<file path="src/rtl/down_counter.sv">
// down_counter: loadable countdown timer with optional prescaler.
// Counts from a loaded value (all ones after reset) down to zero, then stops
// in DONE with a sticky finished flag and a one-cycle done pulse.
// All state updates on the falling edge of clockDownCounter; reset is
// asynchronous and active-low.
// Optional feature: define DOWN_COUNTER_RELOAD_EN for periodic mode, where a
// terminal tick reloads the last loaded value instead of entering DONE.
//
// Handshake/control semantics: there is no valid/ready pair. loadDownCounter
// is a level-sampled strobe that wins over every state except reset, and
// enableDownCounter is a level-sampled run/hold control. Both are sampled on
// the falling edge only.
module down_counter #(
    parameter int WIDTH    = 4,
    parameter int PRESCALE = 1
) (
    input  logic             clockDownCounter,
    input  logic             resetDownCounter,
    input  logic             loadDownCounter,
    input  logic [WIDTH-1:0] loadValueDownCounter,
    input  logic             enableDownCounter,
    output logic [WIDTH-1:0] valueDownCounter,
    output logic             finishedDownCounter,
    output logic             doneDownCounter
);

    // Prescaler counter is exactly wide enough to hold PRESCALE-1.
    localparam int PS_W = (PRESCALE > 1) ? $clog2(PRESCALE) : 1;
    localparam logic [PS_W-1:0] PS_LAST = PS_W'(PRESCALE - 1);
    localparam logic [WIDTH-1:0] ALL_ONES = '1;

    typedef enum logic [1:0] {
        ST_IDLE = 2'd0,
        ST_RUN  = 2'd1,
        ST_HOLD = 2'd2,
        ST_DONE = 2'd3
    } state_t;

    state_t           state_q, state_d;
    logic [WIDTH-1:0] value_q, value_d;
    logic [PS_W-1:0]  presc_q, presc_d;
    logic             finished_q, finished_d;
    logic             done_q, done_d;
`ifdef DOWN_COUNTER_RELOAD_EN
    logic [WIDTH-1:0] reload_q, reload_d;
`endif

    // Next-state logic: load first, then per-state run/hold/terminal handling.
    always_comb begin
        state_d    = state_q;
        value_d    = value_q;
        presc_d    = presc_q;
        finished_d = finished_q;
        done_d     = 1'b0;
`ifdef DOWN_COUNTER_RELOAD_EN
        reload_d   = reload_q;
`endif
        if (loadDownCounter) begin
            value_d    = loadValueDownCounter;
            presc_d    = '0;
            finished_d = 1'b0;
`ifdef DOWN_COUNTER_RELOAD_EN
            reload_d   = loadValueDownCounter;
`endif
            state_d    = enableDownCounter ? ST_RUN : ST_IDLE;
            // A zero load has nothing to count: finish on this very edge.
            // This also applies in periodic mode, where zero is no valid period.
            if (loadValueDownCounter == '0) begin
                state_d    = ST_DONE;
                finished_d = 1'b1;
                done_d     = 1'b1;
            end
        end else begin
            case (state_q)
                ST_IDLE: begin
                    if (enableDownCounter) begin
                        state_d = ST_RUN;
                    end
                end
                ST_RUN: begin
                    // Enable is looked at before the tick, so dropping it on a
                    // terminal edge parks the counter in HOLD untouched.
                    if (!enableDownCounter) begin
                        state_d = ST_HOLD;
                    end else if (presc_q != PS_LAST) begin
                        presc_d = presc_q + PS_W'(1);
                    end else begin
                        presc_d = '0;
                        if (value_q > WIDTH'(1)) begin
                            value_d = value_q - WIDTH'(1);
                        end else begin
`ifdef DOWN_COUNTER_RELOAD_EN
                            value_d = reload_q;
                            done_d  = 1'b1;
`else
                            value_d    = '0;
                            state_d    = ST_DONE;
                            finished_d = 1'b1;
                            done_d     = 1'b1;
`endif
                        end
                    end
                end
                ST_HOLD: begin
                    // Prescaler phase is kept; no tick on the resume edge.
                    if (enableDownCounter) begin
                        state_d = ST_RUN;
                    end
                end
                ST_DONE: begin
                    value_d    = '0;
                    finished_d = 1'b1;
                end
                default: begin
                    state_d = ST_IDLE;
                end
            endcase
        end
    end

    // State register: falling-edge clock, asynchronous active-low reset.
    always_ff @(negedge clockDownCounter or negedge resetDownCounter) begin
        if (!resetDownCounter) begin
            state_q    <= ST_IDLE;
            value_q    <= ALL_ONES;
            presc_q    <= '0;
            finished_q <= 1'b0;
            done_q     <= 1'b0;
`ifdef DOWN_COUNTER_RELOAD_EN
            reload_q   <= ALL_ONES;
`endif
        end else begin
            state_q    <= state_d;
            value_q    <= value_d;
            presc_q    <= presc_d;
            finished_q <= finished_d;
            done_q     <= done_d;
`ifdef DOWN_COUNTER_RELOAD_EN
            reload_q   <= reload_d;
`endif
        end
    end

    assign valueDownCounter    = value_q;
    assign finishedDownCounter = finished_q;
    assign doneDownCounter     = done_q;

endmodule
</file>
<file path="config.mk">
export PLATFORM = sky130hd
export DESIGN_NAME = down_counter
export DESIGN_NICKNAME = d
export VERILOG_FILES = /design/src/rtl/down_counter.sv
export SDC_FILE = /design/constraint.sdc
export NUM_CORES = 1
export LEC_CHECK = 0
export CAP_MARGIN = 20
export CORE_MARGIN = 2
export CORE_UTILIZATION = 25
export CTS_CLUSTER_SIZE = 30
export DETAILED_ROUTE_END_ITERATION = 10
export DONT_BUFFER_PORTS = 1
export GPL_TIMING_DRIVEN = 0
export HOLD_SLACK_MARGIN = 0.15
export SLEW_MARGIN = 20
export SYNTH_ARGS = -nofsm -noshare
export SYNTH_HDL_FRONTEND = slang
export SYNTH_SLANG_ARGS = --single-unit
</file>
<file path="constraint.sdc">
create_clock -name clockDownCounter -period 2 [get_ports clockDownCounter]
set_clock_uncertainty 0.2 [all_clocks]
set_input_delay 0.2 -clock clockDownCounter [delete_from_list [all_inputs] [get_ports clockDownCounter]]
set_output_delay 0.2 -clock clockDownCounter [all_outputs]
set_load 0.03 [all_outputs]
</file>
Yosys cells after proc, flatten, opt, wreduce, memory -nomap -nowiden

Cells that the tools add are included.

$add $sub $neg: 2
$lt $le $gt $ge: 1
Eq/ne operators: 9
Mux-type cells: 28
Reductions and logical operators: 11

Operator list:

| kind                                                           | number |
|---|---|
| two-way mux 4 bit                                              | 4 |
| two-way mux 1 bit                                              | 15 |
| two-way mux 2 bit                                              | 6 |
| inequality test 3 bit (second input constant)                  | 3 |
| inequality test 4 bit (second input constant)                  | 2 |
| one-hot mux 4 bit (2 select lines)                             | 1 |
| AND reduction 4 bit                                            | 2 |
| nonzero test 3 bit                                             | 2 |
| equality test 2 bit (second input constant)                    | 2 |
| greater-than comparator 4 x 1 -> 1 bit (second input constant) | 1 |
| logical NOT 4 bit                                              | 1 |
| one-hot mux 2 bit (2 select lines)                             | 1 |
| nonzero test 2 bit                                             | 2 |
| subtractor 4 x 1 -> 4 bit (second input constant)              | 1 |
| inequality test 3 x 1 -> 1 bit (second input constant)         | 1 |
| AND reduction 3 bit                                            | 1 |
| equality test 2 x 1 -> 1 bit (second input constant)           | 1 |
| logical NOT 2 bit                                              | 1 |
| one-hot mux 1 bit (2 select lines)                             | 1 |
| AND reduction 2 bit                                            | 1 |
| OR reduction 2 bit                                             | 1 |
| adder 1 bit (second input constant)                            | 1 |

Flip-flop bits (word level): 9
Input port bits: 8
Output and inout bits: 6
Logic and storage cells: 56

Depth between registers and ports, before layout

Gate-level depths: netlist of run 1.

Depth in word-level cells: 6
Mapped depth: 5
Depth with buffers taken out: 5

==> summary.txt, run 1 <==
Synth
  • Fraction of the yosys area taken by sequential cells: 40.3%
  • Primary flip-flop cell chosen by synthesis mapping: sky130_fd_sc_hd__dfstp_2
  • Gate Count Post-Synth: 50
  • Post-Syn Nets: 60
  • Share of synthesized flip-flops with an asynchronous set or reset: 100%
  • Number of flops mapped to enable cells by yosys: 0
  • Avg Inst Size Synth: 10.2 um^2
  • Count of yosys warnings during synthesis: 0
  • Summed instance area of the synthesized netlist: 509 um^2
  • Count of different cell masters after synthesis: 28
  • Register bit total from synthesis: 8

Clock tree
  • Number of CTS-inserted buffers: 3
  • CTS root buf: sky130_fd_sc_hd__clkbuf_4
  • CTS sink cnt: 8
  • Worst-skew pair later-pin latency: 0.32 ns
  • H-Tree Level Count: 1
  • TritonCTS clock tree: done
  • Maximum count of clock buffers along a single path: 2
  • Hold buffer count at cts: 0
  • Register clock-pin slew on the reported worst setup and hold paths: 0.05 ns

Global routing
  • Pin count of the biggest net entering global routing: 9
  • Congestion Overflow GR: 0
  • First-pass GRT wire length: 2000 um
  • GRT Total Usage: 10.8%
  • Vias in the first global route: 435
  • Antenna violations before repair: 0

Floorplan
  • Standard-cell row count: 16
  • I/O pin total: 14
  • Core box area: 1940 um^2
  • Starting density of the core: 26.2%
  • Die Height: 49.1 um
  • Width of the chip: 49.1 um
  • Area enclosed by the die boundary: 2410 um^2

Timing
  • Number of max-slew violations in the final report: 0
  • Final setup margin: -0.389 ns
  • Unrepaired setup endpoints after global routing: yes
  • Transition time at the pin with the least slew margin: 0.535 ns
  • Max_slew headroom: 64.2%
  • Final setup violation count: 10
  • Number of hold violations in the final report: 0

Place
  • Port Buffers: 0
  • DPL Wire Length: 896 um
  • Routability Congestion: 0.727

Finish
  • Number of antenna cells inserted: 0
  • Fraction of final layout cells with drive strength greater than 1: 46.6%
  • Most common cell after layout, fill and taps aside: sky130_fd_sc_hd__inv_1
  • Top library cells by usage in the layout, fill and taps aside: sky130_fd_sc_hd__inv_1, sky130_fd_sc_hd__nand2_1, sky130_fd_sc_hd__dfrtn_1, sky130_fd_sc_hd__dfstp_2
  • Final standard cell utilization of the core: 34.7%
  • Net count reported at finish: 70
  • Synth-to-layout area growth: 32.2%

Power and ir drop
  • Leakage power: 0.000276 uW
  • Worst IR drop on VDD: 0.272 mV
  • Sum of internal, switching and leakage power: 519 uW
  • Power per Cell Area: 771 nW/um^2

Detailed routing
  • Residual DRC: 0
  • Initial drt markers: 5
  • Antenna violation net count after detailed routing: 0
  • Routed wire length per instance: 15.0 um
  • Wire length after detailed routing: 1280 um
  • Number of optimization iterations in the first detailed-route pass: 4
  • Vias per inst: 4.78
  • Number of vias in the routed layout: 406

Worst setup path
  • Maximum fanout encountered on the critical timing path: 6
  • Critical path launch point type: flip-flop
  • Reg-to-reg slack, setup: 0.03 ns
  • Sort of element at the end of the critical path: output port
  • Type of the worst setup path: flip-flop to output port
  • Data arrival, critical path: 1.99 ns
  • Critical path data required time: 1.60 ns

Worst hold path
  • Tightest Hold Check Type: input port to asynchronous set/reset pin

Flow run
  • Max-cap viol count: 0

Run status
  • Result of the run: complete, but fails checks
  • Failing checks: setup timing
==> power by group <==
| part | internal (uW) | total [uW] | switching [uW] | leakage (uW) |
|---|---|---|---|---|
| sequential | 188 | 243 | 54.6 | 0.0000923 |
| combinational | 55.8 | 116 | 60.0 | 0.000148 |
| clock | 79.8 | 160 | 80.3 | 0.0000351 |
| total | 324 | 519 | 195 | 0.000276 |
==> flip-flops by register name (all words and copies together) (netlist names) <==
register and count:
valueDownCounter 4, state_q 2, doneDownCounter 1, finishedDownCounter 1
==> per-stage QoR <==
stage               hold WS (ns)  instance area (um^2)  TNS, ns  setup slack (ns)  std cells
finish                     0.305                   673    -2.08            -0.389         85
global route               0.306                   673    -2.36            -0.418         85
CTS                        0.310                   638    -2.12            -0.396         85
detailed placement         0.394                   553    -2.58            -0.354         77
global placement           0.395                   553    -2.56            -0.370         77
floorplan                  0.345                   519    -2.07            -0.288         50
==> kinds of logic (layout without fill, tap and decap cells) <==
family	after synthesis	count (layout)	synth area share (%)
flops	8	8	40.3
compound gates	14	14	24.8
simple gates	17	17	21.9
fa+ha+maj	2	2	4.91
buf+inv	9	17	8.11
==> worst paths after layout <==
kind,start,to,depth (start not counted)
worst max-delay path,valueDownCounter[0],valueDownCounter[0],0
min in group clockDownCounter,valueDownCounter[1],valueDownCounter[1],2
worst max register to register,valueDownCounter[0],state_q[1],5
max in group asynchronous,resetDownCounter,valueDownCounter[3],0
worst min register to register,valueDownCounter[1],valueDownCounter[1],2
worst min-delay path,resetDownCounter,doneDownCounter,0
==> cells in the mapped netlist (2+ instances only) <==
cell / instances / area, um^2
sky130_fd_sc_hd__inv_1: 8 / 30.0
sky130_fd_sc_hd__dfrtn_1: 4 / 100
sky130_fd_sc_hd__dfstp_2: 4 / 105
sky130_fd_sc_hd__nand2_1: 4 / 15.0
sky130_fd_sc_hd__nand3_1: 3 / 15.0
sky130_fd_sc_hd__a211oi_1: 2 / 15.0
sky130_fd_sc_hd__ha_1: 2 / 25.0
sky130_fd_sc_hd__nand2b_1: 2 / 12.5
sky130_fd_sc_hd__o211ai_1: 2 / 15.0
==> timing repair <==
item | CTS | global route
pin swaps | 4 | 3
endpoints found under the setup margin | 11 | 11
buffers inserted | 2 | 0
gates resized for setup | 10 | 6
==> cell type report <==
type	count	area (um^2)
timing repair buffer	2	15.0
tap	27	33.8
multi-input combinational	33	335
inverter	7	26.3
clock inverter	4	15.0
clock buffer	3	22.5
buffer	1	20.0
fill	203	1270
sequential	8	205
==> worst reg2reg max path: cells and delay by family (launching register included) <==
family          cells  cell delay, ns
simple gates        1            0.27
buf+inv             1            0.06
flops               1            0.67
compound gates      2            0.38
fa+ha+maj           1            0.19
==> per-layer routing <==
| metal | up-vias | GRT usage (%) | share of wire [%] |
|---|---|---|---|
| li1 | 197 | - | - |
| met1 | 197 | 13.3 | 39 |
| met2 | 10 | 17.3 | 53 |
| met3 | 2 | 3.68 | 6.7 |
| met4 | 0 | 4.29 | 1.3 |
| met5 | - | 0 | 0 |
(Power assumes the default switching activity.)
==> run 2: changes to the inputs <==
Settings changed: ABC_CLOCK_PERIOD_IN_PS from default to 2240.
Clock period 2 ns to 2.24 ns, I/O delays scaled along.
==> run 2 against run 1 <==
  * The flow still finishes with violations (setup timing)
  * Final area down 9.7%
  * Via count down 5.9%
  * Flip-flop and latch count unchanged
==> summary.txt, run 2 (synthesized netlist as in run 1, its figures left out) <==
Place
  • Instance count after placement with tap cells included: 77
  • Port Buffers: 0
  • Routability Congestion: 0.727
  • DPL Wire Length: 896 um

Clock tree
  • Number of CTS-inserted buffers: 3
  • Register clock-pin slew on the reported worst setup and hold paths: 0.04 ns
  • Hold buffer count at cts: 0
  • TritonCTS clock tree: done
  • H-Tree Level Count: 1
  • Worst-skew pair later-pin latency: 0.32 ns
  • CTS root buf: sky130_fd_sc_hd__clkbuf_4
  • Maximum count of clock buffers along a single path: 2
  • CTS sink cnt: 8
  • Setup bufs post-CTS: 0

Detailed routing
  • Number of vias in the routed layout: 382
  • Antenna violation net count after detailed routing: 0
  • Vias per inst: 4.60
  • Initial drt markers: 11
  • Wire length after detailed routing: 1140 um
  • Number of optimization iterations in the first detailed-route pass: 3
  • Routed wire length per instance: 13.7 um
  • Residual DRC: 0

Global routing
  • GRT Total Usage: 10.4%
  • Vias in the first global route: 418
  • Pin count of the biggest net entering global routing: 11
  • First-pass GRT wire length: 1920 um
  • Antenna violations before repair: 0
  • Congestion Overflow GR: 0

Finish
  • Synth-to-layout area growth: 19.4%
  • Number of antenna cells inserted: 0
  • Most common cell after layout, fill and taps aside: sky130_fd_sc_hd__inv_1
  • Finished Layout Cells: 83
  • Top library cells by usage in the layout, fill and taps aside: sky130_fd_sc_hd__inv_1, sky130_fd_sc_hd__nand2_1, sky130_fd_sc_hd__dfrtn_1, sky130_fd_sc_hd__dfstp_2
  • Final standard cell utilization of the core: 31.3%
  • Net count reported at finish: 68
  • Number of flip-flops in the largest register: 4
  • Fraction of final layout cells with drive strength greater than 1: 30.4%

Floorplan
  • Die Height: 49.1 um
  • Starting density of the core: 26.2%
  • Width of the chip: 49.1 um
  • Standard-cell row count: 16
  • Core box area: 1940 um^2
  • Area enclosed by the die boundary: 2410 um^2
  • I/O pin total: 14

Timing
  • Unrepaired setup endpoints after global routing: yes
  • Transition time at the pin with the least slew margin: 0.413 ns
  • Number of max-slew violations in the final report: 0
  • Final setup margin: -0.288 ns
  • Number of hold violations in the final report: 0
  • Final setup violation count: 6
  • Max_slew headroom: 72.5%

Power and ir drop
  • Relative contribution of combinational cells to total power: 18.9%
  • Power share of the sequential group: 48.8%
  • Leakage power: 0.000254 uW
  • NetSw: 159 uW
  • Power per Cell Area: 719 nW/um^2
  • Total internal power: 278 uW
  • Switching share of power: 36.3%
  • Worst IR drop on VDD: 0.237 mV
  • Share of power burned in the clock network: 32.3%

Worst setup path
  • Sort of element at the end of the critical path: output port
  • Type of the worst setup path: flip-flop to output port
  • Number of stages on the worst setup path: 0
  • Number of cells on the worst reg-to-reg path: 5
  • Maximum fanout encountered on the critical timing path: 5
  • Critical path data required time: 1.82 ns
  • Data arrival, critical path: 2.10 ns
  • Critical path launch point type: flip-flop

Worst hold path
  • Worst hold path cell count: 2
  • Tightest Hold Check Type: flip-flop to flip-flop

Run status
  • Result of the run: complete, but fails checks
  • Failing checks: setup timing

Flow run
  • Max-cap viol count: 0
-- run 2: cell types whose count changed in the layout (fill, tap and decap cells not counted), sizes merged --
cell	before	now
buf	3	1
-- run 2: layer usage --
metal	GRT usage, %	routed length [um]
met5	0	0
met4	4.29	17
met3	3.68	87
met2	16.2	523
met1	12.9	511
-- run 2: worst paths after layout --
path / startpoint / endpoint / slack, ns
min in group asynchronous: resetDownCounter / doneDownCounter / 0.45
hold / removal: valueDownCounter[1] / valueDownCounter[1] / 0.40
max in group asynchronous: resetDownCounter / valueDownCounter[3] / 1.14
hold reg to reg: valueDownCounter[1] / valueDownCounter[1] / 0.40
setup / recovery: valueDownCounter[2] / valueDownCounter[2] / -0.29
setup reg to reg: valueDownCounter[0] / finishedDownCounter / 0.17
-- run 2: final cells by class --
| cell class | instances | area (um^2) |
|---|---|---|
| multi-input combinational | 33 | 290 |
| inverter | 7 | 26.3 |
| buffer | 1 | 15.0 |
| clock buffer | 3 | 22.5 |
| sequential | 8 | 205 |
| tap | 27 | 33.8 |
| fill | 206 | 1330 |
| clock inverter | 4 | 15.0 |
-- run 2: what timing repair did --
| item | 4_1_cts | 5_1_grt |
|---|---|---|
| setup endpoints to repair | 7 | 8 |
| pin swaps | 0 | 0 |
| gates resized for setup | 1 | 4 |
| hold endpoints to repair | 0 | 0 |
-- run 2: power groups by stage --
| stage | registers, uW | logic [uW] | clock network, uW |
|---|---|---|---|
| floorplan | 206 | 61.8 | 13.9 |
| global placement | 213 | 71.0 | 13.9 |
| detailed placement | 213 | 72.7 | 13.9 |
| CTS | 212 | 73.8 | 143 |
| global route | 217 | 92.9 | 158 |
| finish | 213 | 82.4 | 141 |
-- run 2: stage by stage --
| step | setup slack (ns) | setup TNS, ns | cell area (um^2) | hold slack (ns) | total power (uW) |
|---|---|---|---|---|---|
| after floorplan | -0.192 | -1.23 | 519 | 0.345 | 282 |
| after global placement | -0.274 | -1.63 | 553 | 0.395 | 298 |
| after detailed placement | -0.258 | -1.66 | 553 | 0.394 | 299 |
| after CTS | -0.300 | -1.41 | 588 | 0.399 | 428 |
| after global routing | -0.322 | -1.58 | 608 | 0.432 | 467 |
| final | -0.288 | -1.43 | 608 | 0.400 | 437 |
==> run 3: changes to the inputs <==
Settings changed: CAP_MARGIN 20 to default.
==> results of run 3 <==
Final layout, timing and power as in run 2 (identical DEF).
